<file path="config.mk">
export PLATFORM = sky130hd
export DESIGN_NAME = axi4_wr_arbiter_flat
export DESIGN_NICKNAME = d
export VERILOG_FILES = /design/src/rtl/axi4_wr_arbiter_pkg.sv /design/src/rtl/axi4_wr_arbiter_if.sv /design/src/rtl/axi4_wr_arbiter_rr_arbiter.sv /design/src/rtl/axi4_wr_arbiter.sv /design/src/flat_wrapper.sv
export SDC_FILE = /design/constraint.sdc
export NUM_CORES = 1
export LEC_CHECK = 0
export BUFFER_PORTS_ARGS = -buffer_cell sky130_fd_sc_hd__buf_2
export CORE_AREA = 8 8 645 647
export DETAILED_ROUTE_END_ITERATION = 16
export DIE_AREA = 0 0 653 655
export SYNTH_ARGS = -nofsm -noshare
export SYNTH_HDL_FRONTEND = slang
export SYNTH_SLANG_ARGS = --single-unit
</file>
<file path="constraint.sdc">
create_clock -name iCLK -period 3.9 [get_ports iCLK]
set_clock_uncertainty 0.1 [all_clocks]
set_input_delay 0.585 -clock iCLK [delete_from_list [all_inputs] [get_ports iCLK]]
set_output_delay 0.585 -clock iCLK [all_outputs]
set_load 0.01 [all_outputs]
</file>
<file path="src/rtl/axi4_wr_arbiter_pkg.sv">
// Shared types and AXI4 constants for the DDR write-port arbiter.
// Also holds the one-hot to index helper used when muxing master slices.
package axi4_arb_pkg;

  typedef enum logic [1:0] {
    ST_IDLE = 2'd0,
    ST_ADDR = 2'd1,
    ST_DATA = 2'd2,
    ST_RESP = 2'd3
  } arb_state_e;

  localparam logic [1:0] BURST_INCR  = 2'b01;
  localparam logic [2:0] SIZE_32B    = 3'b101;
  localparam logic [1:0] RESP_OKAY   = 2'b00;
  localparam logic [1:0] RESP_SLVERR = 2'b10;

  function automatic logic [1:0] oh2idx(input logic [3:0] i_oh);
    logic [1:0] w_idx;
    w_idx = 2'd0;
    for (int i = 0; i < 4; i++) begin
      if (i_oh[i]) begin
        w_idx = 2'(i);
      end else begin
        w_idx = w_idx;
      end
    end
    return w_idx;
  endfunction

endpackage

</file>
<file path="src/rtl/axi4_wr_arbiter_if.sv">
// Bus bundle between the write engines (i_m_*/o_m_*) and the DDR AXI4 write port.
// master: the arbiter's view (it masters the DDR port); slave: the environment's view.
interface axi4_wr_arbiter_if #(
  parameter int pMasterNum    = 2,
  parameter int pAxi4BusWidth = 512,
  parameter int pAdrsWidth    = 33
);
  logic [pMasterNum*pAdrsWidth-1:0]    i_m_awaddr;
  logic [pMasterNum*8-1:0]             i_m_awlen;
  logic [pMasterNum-1:0]               i_m_awvalid;
  logic [pMasterNum-1:0]               o_m_awready;
  logic [pMasterNum*pAxi4BusWidth-1:0] i_m_wdata;
  logic [pMasterNum-1:0]               i_m_wlast;
  logic [pMasterNum-1:0]               i_m_wvalid;
  logic [pMasterNum-1:0]               o_m_wready;
  logic [1:0]                          o_m_bresp;
  logic [pMasterNum-1:0]               o_m_bvalid;
  logic [pMasterNum-1:0]               i_m_bready;
  logic [pAdrsWidth-1:0]               o_awaddr;
  logic [7:0]                          o_awlen;
  logic [2:0]                          o_awsize;
  logic [1:0]                          o_awburst;
  logic                                o_awvalid;
  logic                                i_awready;
  logic [pAxi4BusWidth-1:0]            o_wdata;
  logic                                o_wlast;
  logic                                o_wvalid;
  logic                                i_wready;
  logic [1:0]                          i_bresp;
  logic                                i_bvalid;
  logic                                o_bready;

  modport master (
    input  i_m_awaddr, i_m_awlen, i_m_awvalid, i_m_wdata, i_m_wlast, i_m_wvalid, i_m_bready,
    input  i_awready, i_wready, i_bresp, i_bvalid,
    output o_m_awready, o_m_wready, o_m_bresp, o_m_bvalid,
    output o_awaddr, o_awlen, o_awsize, o_awburst, o_awvalid, o_wdata, o_wlast, o_wvalid, o_bready
  );

  modport slave (
    output i_m_awaddr, i_m_awlen, i_m_awvalid, i_m_wdata, i_m_wlast, i_m_wvalid, i_m_bready,
    output i_awready, i_wready, i_bresp, i_bvalid,
    input  o_m_awready, o_m_wready, o_m_bresp, o_m_bvalid,
    input  o_awaddr, o_awlen, o_awsize, o_awburst, o_awvalid, o_wdata, o_wlast, o_wvalid, o_bready
  );
endinterface

</file>
<file path="src/rtl/axi4_wr_arbiter_rr_arbiter.sv">
// Combinational round-robin picker: first requester at or after the pointer wins.
// Shared with the read-side arbiter, so it knows nothing about AXI.
module rr_arbiter #(
  parameter int pN  = 2,
  parameter int pPW = 1
) (
  input  logic [pN-1:0]  i_req,
  input  logic [pPW-1:0] i_ptr,
  output logic [pN-1:0]  o_gnt
);
  logic           w_found;
  logic [pPW-1:0] w_idx;

  // Scan requesters starting at the pointer, wrapping modulo pN
  always_comb begin
    o_gnt   = '0;
    w_found = 1'b0;
    w_idx   = '0;
    for (int off = 0; off < pN; off++) begin
      w_idx = pPW'((int'(i_ptr) + off) % pN);
      if (!w_found && i_req[w_idx]) begin
        o_gnt[w_idx] = 1'b1;
        w_found      = 1'b1;
      end else begin
        w_found = w_found;
      end
    end
  end
endmodule

</file>
<file path="src/rtl/axi4_wr_arbiter.sv">
// Round-robin arbiter sharing one AXI4 write port (AW/W/B) among pMasterNum engines.
// A single master owns a complete AW -> W burst -> B transaction at a time.
module axi4_wr_arbiter
  import axi4_arb_pkg::*;
#(
  parameter int pMasterNum    = 2,
  parameter int pAxi4BusWidth = 512,
  parameter int pAdrsWidth    = 33
) (
  input  logic                  iCLK,
  input  logic                  iRST,
  axi4_wr_arbiter_if.master     bus,
  output logic [pMasterNum-1:0] o_grant,
  output logic                  o_busy,
  output logic                  o_err
);
  localparam int PW = $clog2(pMasterNum);

  arb_state_e            r_state;
  arb_state_e            w_next;
  logic [pMasterNum-1:0] r_grant;
  logic [pMasterNum-1:0] w_rr_gnt;
  logic [PW-1:0]         r_ptr;
  logic [PW-1:0]         w_g;
  logic [7:0]            r_cnt;
  logic [7:0]            r_awlen;
  logic                  r_err;
  logic                  w_any_req;
  logic                  w_aw_hs;
  logic                  w_w_hs;
  logic                  w_b_hs;

  rr_arbiter #(.pN(pMasterNum), .pPW(PW)) u_rr (
    .i_req (bus.i_m_awvalid),
    .i_ptr (r_ptr),
    .o_gnt (w_rr_gnt)
  );

  assign w_g       = PW'(oh2idx(4'(r_grant)));
  assign w_any_req = |bus.i_m_awvalid;
  assign w_aw_hs   = (r_state == ST_ADDR) && bus.i_m_awvalid[w_g] && bus.i_awready;
  assign w_w_hs    = (r_state == ST_DATA) && bus.i_m_wvalid[w_g] && bus.i_wready;
  assign w_b_hs    = (r_state == ST_RESP) && bus.i_bvalid && bus.i_m_bready[w_g];

  assign bus.o_awsize  = SIZE_32B;
  assign bus.o_awburst = BURST_INCR;
  assign o_grant       = r_grant;
  assign o_busy        = (r_state != ST_IDLE);
  assign o_err         = r_err;

  // State register
  always_ff @(posedge iCLK or negedge iRST) begin
    if (!iRST) begin
      r_state <= ST_IDLE;
    end else begin
      r_state <= w_next;
    end
  end

  // Next state and channel routing; only the granted master's lanes are ever opened
  always_comb begin
    w_next          = r_state;
    bus.o_m_awready = '0;
    bus.o_m_wready  = '0;
    bus.o_m_bvalid  = '0;
    bus.o_m_bresp   = 2'b00;
    bus.o_awaddr    = '0;
    bus.o_awlen     = 8'd0;
    bus.o_awvalid   = 1'b0;
    bus.o_wdata     = '0;
    bus.o_wlast     = 1'b0;
    bus.o_wvalid    = 1'b0;
    bus.o_bready    = 1'b0;
    case (r_state)
      ST_IDLE: begin
        if (w_any_req) begin
          w_next = ST_ADDR;
        end else begin
          w_next = ST_IDLE;
        end
      end
      ST_ADDR: begin
        bus.o_awaddr         = bus.i_m_awaddr[w_g*pAdrsWidth +: pAdrsWidth];
        bus.o_awlen          = bus.i_m_awlen[w_g*8 +: 8];
        bus.o_awvalid        = bus.i_m_awvalid[w_g];
        bus.o_m_awready[w_g] = bus.i_awready;
        if (w_aw_hs) begin
          w_next = ST_DATA;
        end else begin
          w_next = ST_ADDR;
        end
      end
      ST_DATA: begin
        bus.o_wdata         = bus.i_m_wdata[w_g*pAxi4BusWidth +: pAxi4BusWidth];
        bus.o_wlast         = bus.i_m_wlast[w_g];
        bus.o_wvalid        = bus.i_m_wvalid[w_g];
        bus.o_m_wready[w_g] = bus.i_wready;
        if (w_w_hs && bus.i_m_wlast[w_g]) begin
          w_next = ST_RESP;
        end else begin
          w_next = ST_DATA;
        end
      end
      ST_RESP: begin
        bus.o_m_bvalid[w_g] = bus.i_bvalid;
        bus.o_m_bresp       = bus.i_bresp;
        bus.o_bready        = bus.i_m_bready[w_g];
        if (w_b_hs) begin
          w_next = ST_IDLE;
        end else begin
          w_next = ST_RESP;
        end
      end
      default: w_next = ST_IDLE;
    endcase
  end

  // Grant, rr pointer, latched burst length, beat counter and sticky length error
  always_ff @(posedge iCLK or negedge iRST) begin
    if (!iRST) begin
      r_grant <= '0;
      r_ptr   <= '0;
      r_awlen <= 8'd0;
      r_cnt   <= 8'd0;
      r_err   <= 1'b0;
    end else begin
      case (r_state)
        ST_IDLE: if (w_any_req) r_grant <= w_rr_gnt;
        ST_ADDR: if (w_aw_hs) r_awlen <= bus.i_m_awlen[w_g*8 +: 8];
        ST_DATA: begin
          if (w_w_hs) begin
            if (bus.i_m_wlast[w_g]) begin
              r_cnt <= 8'd0;
              if (r_cnt != r_awlen) r_err <= 1'b1;
            end else begin
              r_cnt <= r_cnt + 8'd1;
              if (r_cnt == r_awlen) r_err <= 1'b1;
            end
          end
        end
        ST_RESP: begin
          if (w_b_hs) begin
            r_grant <= '0;
            if (int'(w_g) == pMasterNum - 1) r_ptr <= '0;
            else                             r_ptr <= w_g + 1'b1;
          end
        end
        default: r_grant <= '0;
      endcase
    end
  end
endmodule
</file>
<file path="src/flat_wrapper.sv">
// flat-port wrapper written by rule: the top's interface ports become plain ports
module axi4_wr_arbiter_flat import axi4_arb_pkg::*;
#(
  parameter int pMasterNum    = 2,
  parameter int pAxi4BusWidth = 512,
  parameter int pAdrsWidth    = 33
)
  (iCLK, iRST, o_grant, o_busy, o_err, bus_i_m_awaddr, bus_i_m_awlen, bus_i_m_awvalid, bus_i_m_wdata, bus_i_m_wlast, bus_i_m_wvalid, bus_i_m_bready, bus_i_awready, bus_i_wready, bus_i_bresp, bus_i_bvalid, bus_o_m_awready, bus_o_m_wready, bus_o_m_bresp, bus_o_m_bvalid, bus_o_awaddr, bus_o_awlen, bus_o_awsize, bus_o_awburst, bus_o_awvalid, bus_o_wdata, bus_o_wlast, bus_o_wvalid, bus_o_bready);
  axi4_wr_arbiter_if #(.pMasterNum(pMasterNum), .pAxi4BusWidth(pAxi4BusWidth), .pAdrsWidth(pAdrsWidth)) bus_i ();
  input  logic iCLK;
  input  logic iRST;
  output logic [pMasterNum-1:0] o_grant;
  output logic o_busy;
  output logic o_err;
  input wire logic [$bits(bus_i.i_m_awaddr)-1:0] bus_i_m_awaddr;
  input wire logic [$bits(bus_i.i_m_awlen)-1:0] bus_i_m_awlen;
  input wire logic [$bits(bus_i.i_m_awvalid)-1:0] bus_i_m_awvalid;
  input wire logic [$bits(bus_i.i_m_wdata)-1:0] bus_i_m_wdata;
  input wire logic [$bits(bus_i.i_m_wlast)-1:0] bus_i_m_wlast;
  input wire logic [$bits(bus_i.i_m_wvalid)-1:0] bus_i_m_wvalid;
  input wire logic [$bits(bus_i.i_m_bready)-1:0] bus_i_m_bready;
  input wire logic [$bits(bus_i.i_awready)-1:0] bus_i_awready;
  input wire logic [$bits(bus_i.i_wready)-1:0] bus_i_wready;
  input wire logic [$bits(bus_i.i_bresp)-1:0] bus_i_bresp;
  input wire logic [$bits(bus_i.i_bvalid)-1:0] bus_i_bvalid;
  output wire logic [$bits(bus_i.o_m_awready)-1:0] bus_o_m_awready;
  output wire logic [$bits(bus_i.o_m_wready)-1:0] bus_o_m_wready;
  output wire logic [$bits(bus_i.o_m_bresp)-1:0] bus_o_m_bresp;
  output wire logic [$bits(bus_i.o_m_bvalid)-1:0] bus_o_m_bvalid;
  output wire logic [$bits(bus_i.o_awaddr)-1:0] bus_o_awaddr;
  output wire logic [$bits(bus_i.o_awlen)-1:0] bus_o_awlen;
  output wire logic [$bits(bus_i.o_awsize)-1:0] bus_o_awsize;
  output wire logic [$bits(bus_i.o_awburst)-1:0] bus_o_awburst;
  output wire logic [$bits(bus_i.o_awvalid)-1:0] bus_o_awvalid;
  output wire logic [$bits(bus_i.o_wdata)-1:0] bus_o_wdata;
  output wire logic [$bits(bus_i.o_wlast)-1:0] bus_o_wlast;
  output wire logic [$bits(bus_i.o_wvalid)-1:0] bus_o_wvalid;
  output wire logic [$bits(bus_i.o_bready)-1:0] bus_o_bready;
  assign bus_i.i_m_awaddr = bus_i_m_awaddr;
  assign bus_i.i_m_awlen = bus_i_m_awlen;
  assign bus_i.i_m_awvalid = bus_i_m_awvalid;
  assign bus_i.i_m_wdata = bus_i_m_wdata;
  assign bus_i.i_m_wlast = bus_i_m_wlast;
  assign bus_i.i_m_wvalid = bus_i_m_wvalid;
  assign bus_i.i_m_bready = bus_i_m_bready;
  assign bus_i.i_awready = bus_i_awready;
  assign bus_i.i_wready = bus_i_wready;
  assign bus_i.i_bresp = bus_i_bresp;
  assign bus_i.i_bvalid = bus_i_bvalid;
  assign bus_o_m_awready = bus_i.o_m_awready;
  assign bus_o_m_wready = bus_i.o_m_wready;
  assign bus_o_m_bresp = bus_i.o_m_bresp;
  assign bus_o_m_bvalid = bus_i.o_m_bvalid;
  assign bus_o_awaddr = bus_i.o_awaddr;
  assign bus_o_awlen = bus_i.o_awlen;
  assign bus_o_awsize = bus_i.o_awsize;
  assign bus_o_awburst = bus_i.o_awburst;
  assign bus_o_awvalid = bus_i.o_awvalid;
  assign bus_o_wdata = bus_i.o_wdata;
  assign bus_o_wlast = bus_i.o_wlast;
  assign bus_o_wvalid = bus_i.o_wvalid;
  assign bus_o_bready = bus_i.o_bready;
  axi4_wr_arbiter #(.pMasterNum(pMasterNum), .pAxi4BusWidth(pAxi4BusWidth), .pAdrsWidth(pAdrsWidth)) u_core (.iCLK(iCLK), .iRST(iRST), .bus(bus_i), .o_grant(o_grant), .o_busy(o_busy), .o_err(o_err));
endmodule
</file>
---- Word level (Yosys, flattened, before mapping) ----
Cells that the tools add are included.
storage, ports and cells
  register bits after elaboration ......... 22
  input bits .............................. 1121
  logic and storage cells ................. 99
cells by class
  add/subtract/negate cells ............... 3
  multiply operators ...................... 1
  order comparisons ....................... 6
  equality and inequality tests ........... 8
  shift operators ......................... 3
  mux-type cells .......................... 46
  bitwise gates (word level) .............. 4
  reduce and logical (&&, ||, !) cells .... 22
operators with widths
  cell                    count
  $shiftx A1024 B11 Y512  1
  $mux W512               1
  $shiftx A66 B8 Y33      1
  $mux W33                1
  $mux W1                 27
  $mux W2                 10
  $mux W8                 2
  $shiftx A16 B5 Y8       1
  $logic_and A1 B1 Y1     11
  $add A8 B1 Y8 const B   1
  $eq A8 B8 Y1            1
  $ne A8 B8 Y1            1
  $pmux W2 S4             1
  $mul A1 B6 Y7 const B   1
  $and A2 B2 Y2           3
  $lt A1 B2 Y1 const B    3
  $reduce_and A2 Y1       3
  $reduce_bool A2 Y1      3
  $eq A2 B2 Y1 const B    2
  $ne A2 B1 Y1 const B    2
  $pmux W2 S2             1
  $reduce_and A4 Y1       1
  $demux W1 S1            3
  $ge A1 B1 Y1 const B    3
  other kinds (8)         9

---- Logic depth before layout (Yosys ltp) ----
  word-level depth ........................ 9
  mapped depth ............................ 8

---- Hierarchy ----
From an unflattened synthesis, not the netlist that was laid out.
unflattened totals
  cells, all modules ...................... 1382
  area total of the unflattened synthesis .. 9509.1 um2
by module, submodules not included
  module           instances  cells each  area an instance (um2)  sequential area each (um2)
  axi4_wr_arbiter  1          1379        9490.4                  550.5
  rr_arbiter       1          3           18.8                    0.0

---- Least setup slack after synthesis ----
Ideal clock, no wire load.
  kind .................................... register to output
  start point ............................. reg u_core.r_state[0]
  end point ............................... out bus_o_wdata[491]
  arrival ................................. 1.711 ns
  data required time ...................... 3.215 ns
  slack ................................... 1.504 ns
  stages on the path, launching flop included .. 8
  buffers on the path ..................... 4
  path through ............................ dfrtp_1 > inv_1 > ha_1 > buf_2 > clkbuf_1 > clkbuf_1 > clkbuf_1 > nor2b_1
on the way
  cells in the longest elaborated chain, start to end .. 2
ends and longest elaborated chain
  element                 RTL line               RTL
  start, declared         axi4_wr_arbiter.sv:19  arb_state_e r_state;
  start signal, assigned  axi4_wr_arbiter.sv:56  r_state <= w_next;
  $eq A2 B2 Y1            axi4_wr_arbiter.sv:74  case (r_state)
  $mux W512               axi4_wr_arbiter.sv:74
  end, declared           flat_wrapper.sv:35     output wire logic [$bits(bus_i.o_wdata)-1:0] bus_o_wdata;
Every way passes these cells.

---- Worst setup path after layout ----
  start point ............................. reg u_core.r_grant[1] (netlist: u_core.o_grant[1])
  end point ............................... out bus_o_wdata[153]
on the way
  cells in the longest elaborated chain, start to end .. 3
ends and longest elaborated chain
  element                 RTL line                   RTL
  start, declared         axi4_wr_arbiter.sv:21      logic [pMasterNum-1:0] r_grant;
  start signal, assigned  axi4_wr_arbiter.sv:128     ST_IDLE: if (w_any_req) r_grant <= w_rr_gnt;
  $mux W1                 axi4_wr_arbiter_pkg.sv:21  if (i_oh[i]) begin
  $shiftx A1024 B11 Y512  axi4_wr_arbiter.sv:94      bus.o_wdata = bus.i_m_wdata[w_g*pAxi4BusWidth +: pAxi4BusWidth];
  $mux W512               axi4_wr_arbiter.sv:74
Every way passes these cells.

==> metrics.yaml <==
clocking:
  htree_levels: 1
  post_cts_buffers: 0
  cts_resized: 0
  cts_root_buf: "clkbuf_16"
  cts_buffers: 3
  clk_latency_ns: 0.26
  clk_pin_slew_ns: 0.07
  cts_sinks: 22
  clockBufferDepth: 2
  cts_tree: "yes"
  postCtsHoldBufs: 0
power_and_ir_drop:
  total_power_mw: 13.2
  ir_drop_v: 0.000483
  p_per_area_nw_per_um2: 463
  p_leak_nw: 13.4
timing:
  fin_crit_ns: 3.55
  slew_viol_final: 0
  fmax_mhz: 282
  tightest_slew_ns: 0.852
  final_hold_viol_count: 0
  setup_slack_ns: 0.354
  finalSetupTns_ns: 0
  slew_headroom_pct: 41.6
  fin_crit_sh_pct: 90.9
  rsz0062_at_grt: "no"
  finalSetupViolCount: 0
drt:
  drcViolationCount: 0
  drt-total-wl_um: 374000
  highest_layer: "met5"
  route.met3.wl_um: 55700
  post_drt_wl_per_cell_um: 43.2
  dr.pass1.iters: 5
  drt_iter0_drc: 1500
  met1_length_um: 146000
  wl_met2_um: 159000
  ant_nets: 0
  vias: 20682
  via_per_inst: 2.38
synth:
  yosysUniqueCellTypes: 45
  yosysSeqAreaShare_pct: 5.10
  yosysTopAreaCell: "mux2i_1"
  yosys_warnings: 0
  postSynthCellCount: 1378
  synth_edf_count: 0
  yosysTopAreaCellShare_pct: 51.5
  syn-mean-instance-area_um2: 7.84
  ys_ff_latch: 22
  synth_ff_type: "dfrtp_1"
  synth-async-reset-ratio_pct: 100
  syn-cell-area_um2: 10800
  synth_area_leaders: "mux2i_1 52%, nor2b_1 30%, dfrtp_1 5.1%"
critical_path:
  r2r_start: "u_core.o_grant[1]$_DFFE_PN0P_"
  rrSetupSlack_ns: 0.96
  end_kind: "output pin"
  critPathMaxFanout: 66
  required_ns: 3.21
  cp.arrival_ns: 2.86
  critPathKind: "reg -> out"
  r2r_cells: 5
  startpoint_type: "flop"
  r2r-end: "u_core.o_err$_DFFE_PN0P_"
placement:
  dp_hpwl_um: 361000
  dp.cells: 8551
  port_buffers: 1689
  dp_slack_ns: 0.424
  place_congestion: 1.12
floorplan:
  rows: 234
  die_width_um: 653
  die_y_um: 655
  start_util_pct: 2.67
  ios: 1695
  core_area_um2: 405000
  design.die.area_um2: 428000
final_layout:
  fin_nets: 4255
  layout_common_cells: "1617 x buf_2, 528 x mux2i_1, 513 x nor2b_1, 186 x buf_4, 74 x buf_12"
  fin_util_pct: 7.02
  synthToLayoutAreaGrowth_pct: 163
  fillerInstances: 48241
  finalNonFillerCells: 8673
  multi_input_area_um2: 9720
  layout_commonest_cell: "buf_2"
  regArea_um2: 554
  drive_gt1_share_pct: 61.3
global_route:
  grt_first_pass_wirelength_um: 414000
  antenna_found_initial: 398
  grt_pass1_vias: 18991
  track_usage_pct: 16.6
  grt.overflow.total: 0
  grt_max_degree: 177
run_status:
  status: "finished clean"
run:
  maxCapViolCount: 0
worst_hold_path:
  hold_path_class: "in -> async"
-- cells in the mapped netlist, types with 3 or more instances --
master and n:
o31ai_1 5, a21oi_1 11, clkbuf_1 62, buf_4 7, nor2_1 59, mux2i_1 556, inv_1 8, nor2b_1 513
xnor2_1 8, buf_2 64, ha_1 6, nand2_1 8, dfrtp_1 22, nand3_1 4, and2_1 3, o21ai_0 6
-- how the worst max path moves through the flow --
stage / start / end / slack (ns)
floorplan: u_core.r_state[0]$_DFF_PN0_ / bus_o_wdata[491] / 1.50
global placement: u_core.o_grant[1]$_DFFE_PN0P_ / bus_o_wdata[153] / 0.46
detailed placement: u_core.o_grant[1]$_DFFE_PN0P_ / bus_o_wdata[153] / 0.42
CTS: u_core.o_grant[1]$_DFFE_PN0P_ / bus_o_wdata[153] / 0.13
global route: u_core.o_grant[1]$_DFFE_PN0P_ / bus_o_wdata[153] / 0.17
finish: u_core.o_grant[1]$_DFFE_PN0P_ / bus_o_wdata[153] / 0.35
-- registers in the layout (all words and copies together), names as in the netlist --
signal          cells
u_core.o_grant      2
u_core.o_err        1
u_core.r_awlen      8
u_core.r_state      2
u_core.r_cnt        8
u_core.r_ptr        1
-- kinds of logic (layout without fill, tap and decap cells) --
logic type	count (synthesis)	count (layout)	synth area share [%]
flops	22	22	5.10
other cells	2	123	0.0695
mux	559	559	51.9
compound gates	36	36	2.16
buf+inv	144	1890	6.13
simple gates	601	601	33.3
xor+xnor	8	8	0.649
fa+ha+maj	6	6	0.695
-- stage by stage --
step | area [µm²] | hold WS (ns)
after floorplan | 10800 | 0.189
after global placement | 28100 | 0.364
after detailed placement | 28100 | 0.368
after CTS | 28100 | 0.245
after global routing | 28300 | 0.253
final | 28400 | 0.226
-- report_power, final --
group          total (mW)  switching [mW]  internal [mW]
Clock               0.231          0.0913          0.140
Combinational        12.5            8.20           4.31
Sequential          0.430           0.127          0.302
-- critical path, stage by stage, from the launching register on --
cell and delay [ns]:
dfrtp_4 0.70, buf_12 0.43, buf_4 0.41, mux2i_1 0.13, nor2b_1 0.51, buf_2 0.31
-- per-layer routing --
metal,vias up,track usage [%]
li1,8276,-
met1,9166,19.2
met2,2090,25.8
met3,924,10.7
met4,226,2.96
met5,-,0
-- cell type report --
class | count | share of cell area [%]
repair buffers | 1877 | 38.6
multi-input cells | 1215 | 34.2
well taps | 5428 | 23.9
flip-flops and latches | 22 | 1.95
diodes | 118 | 1.04
clock buffers | 4 | 0.277
inverters | 9 | 0.119
No activity file was read; power rests on OpenSTA's default activity.
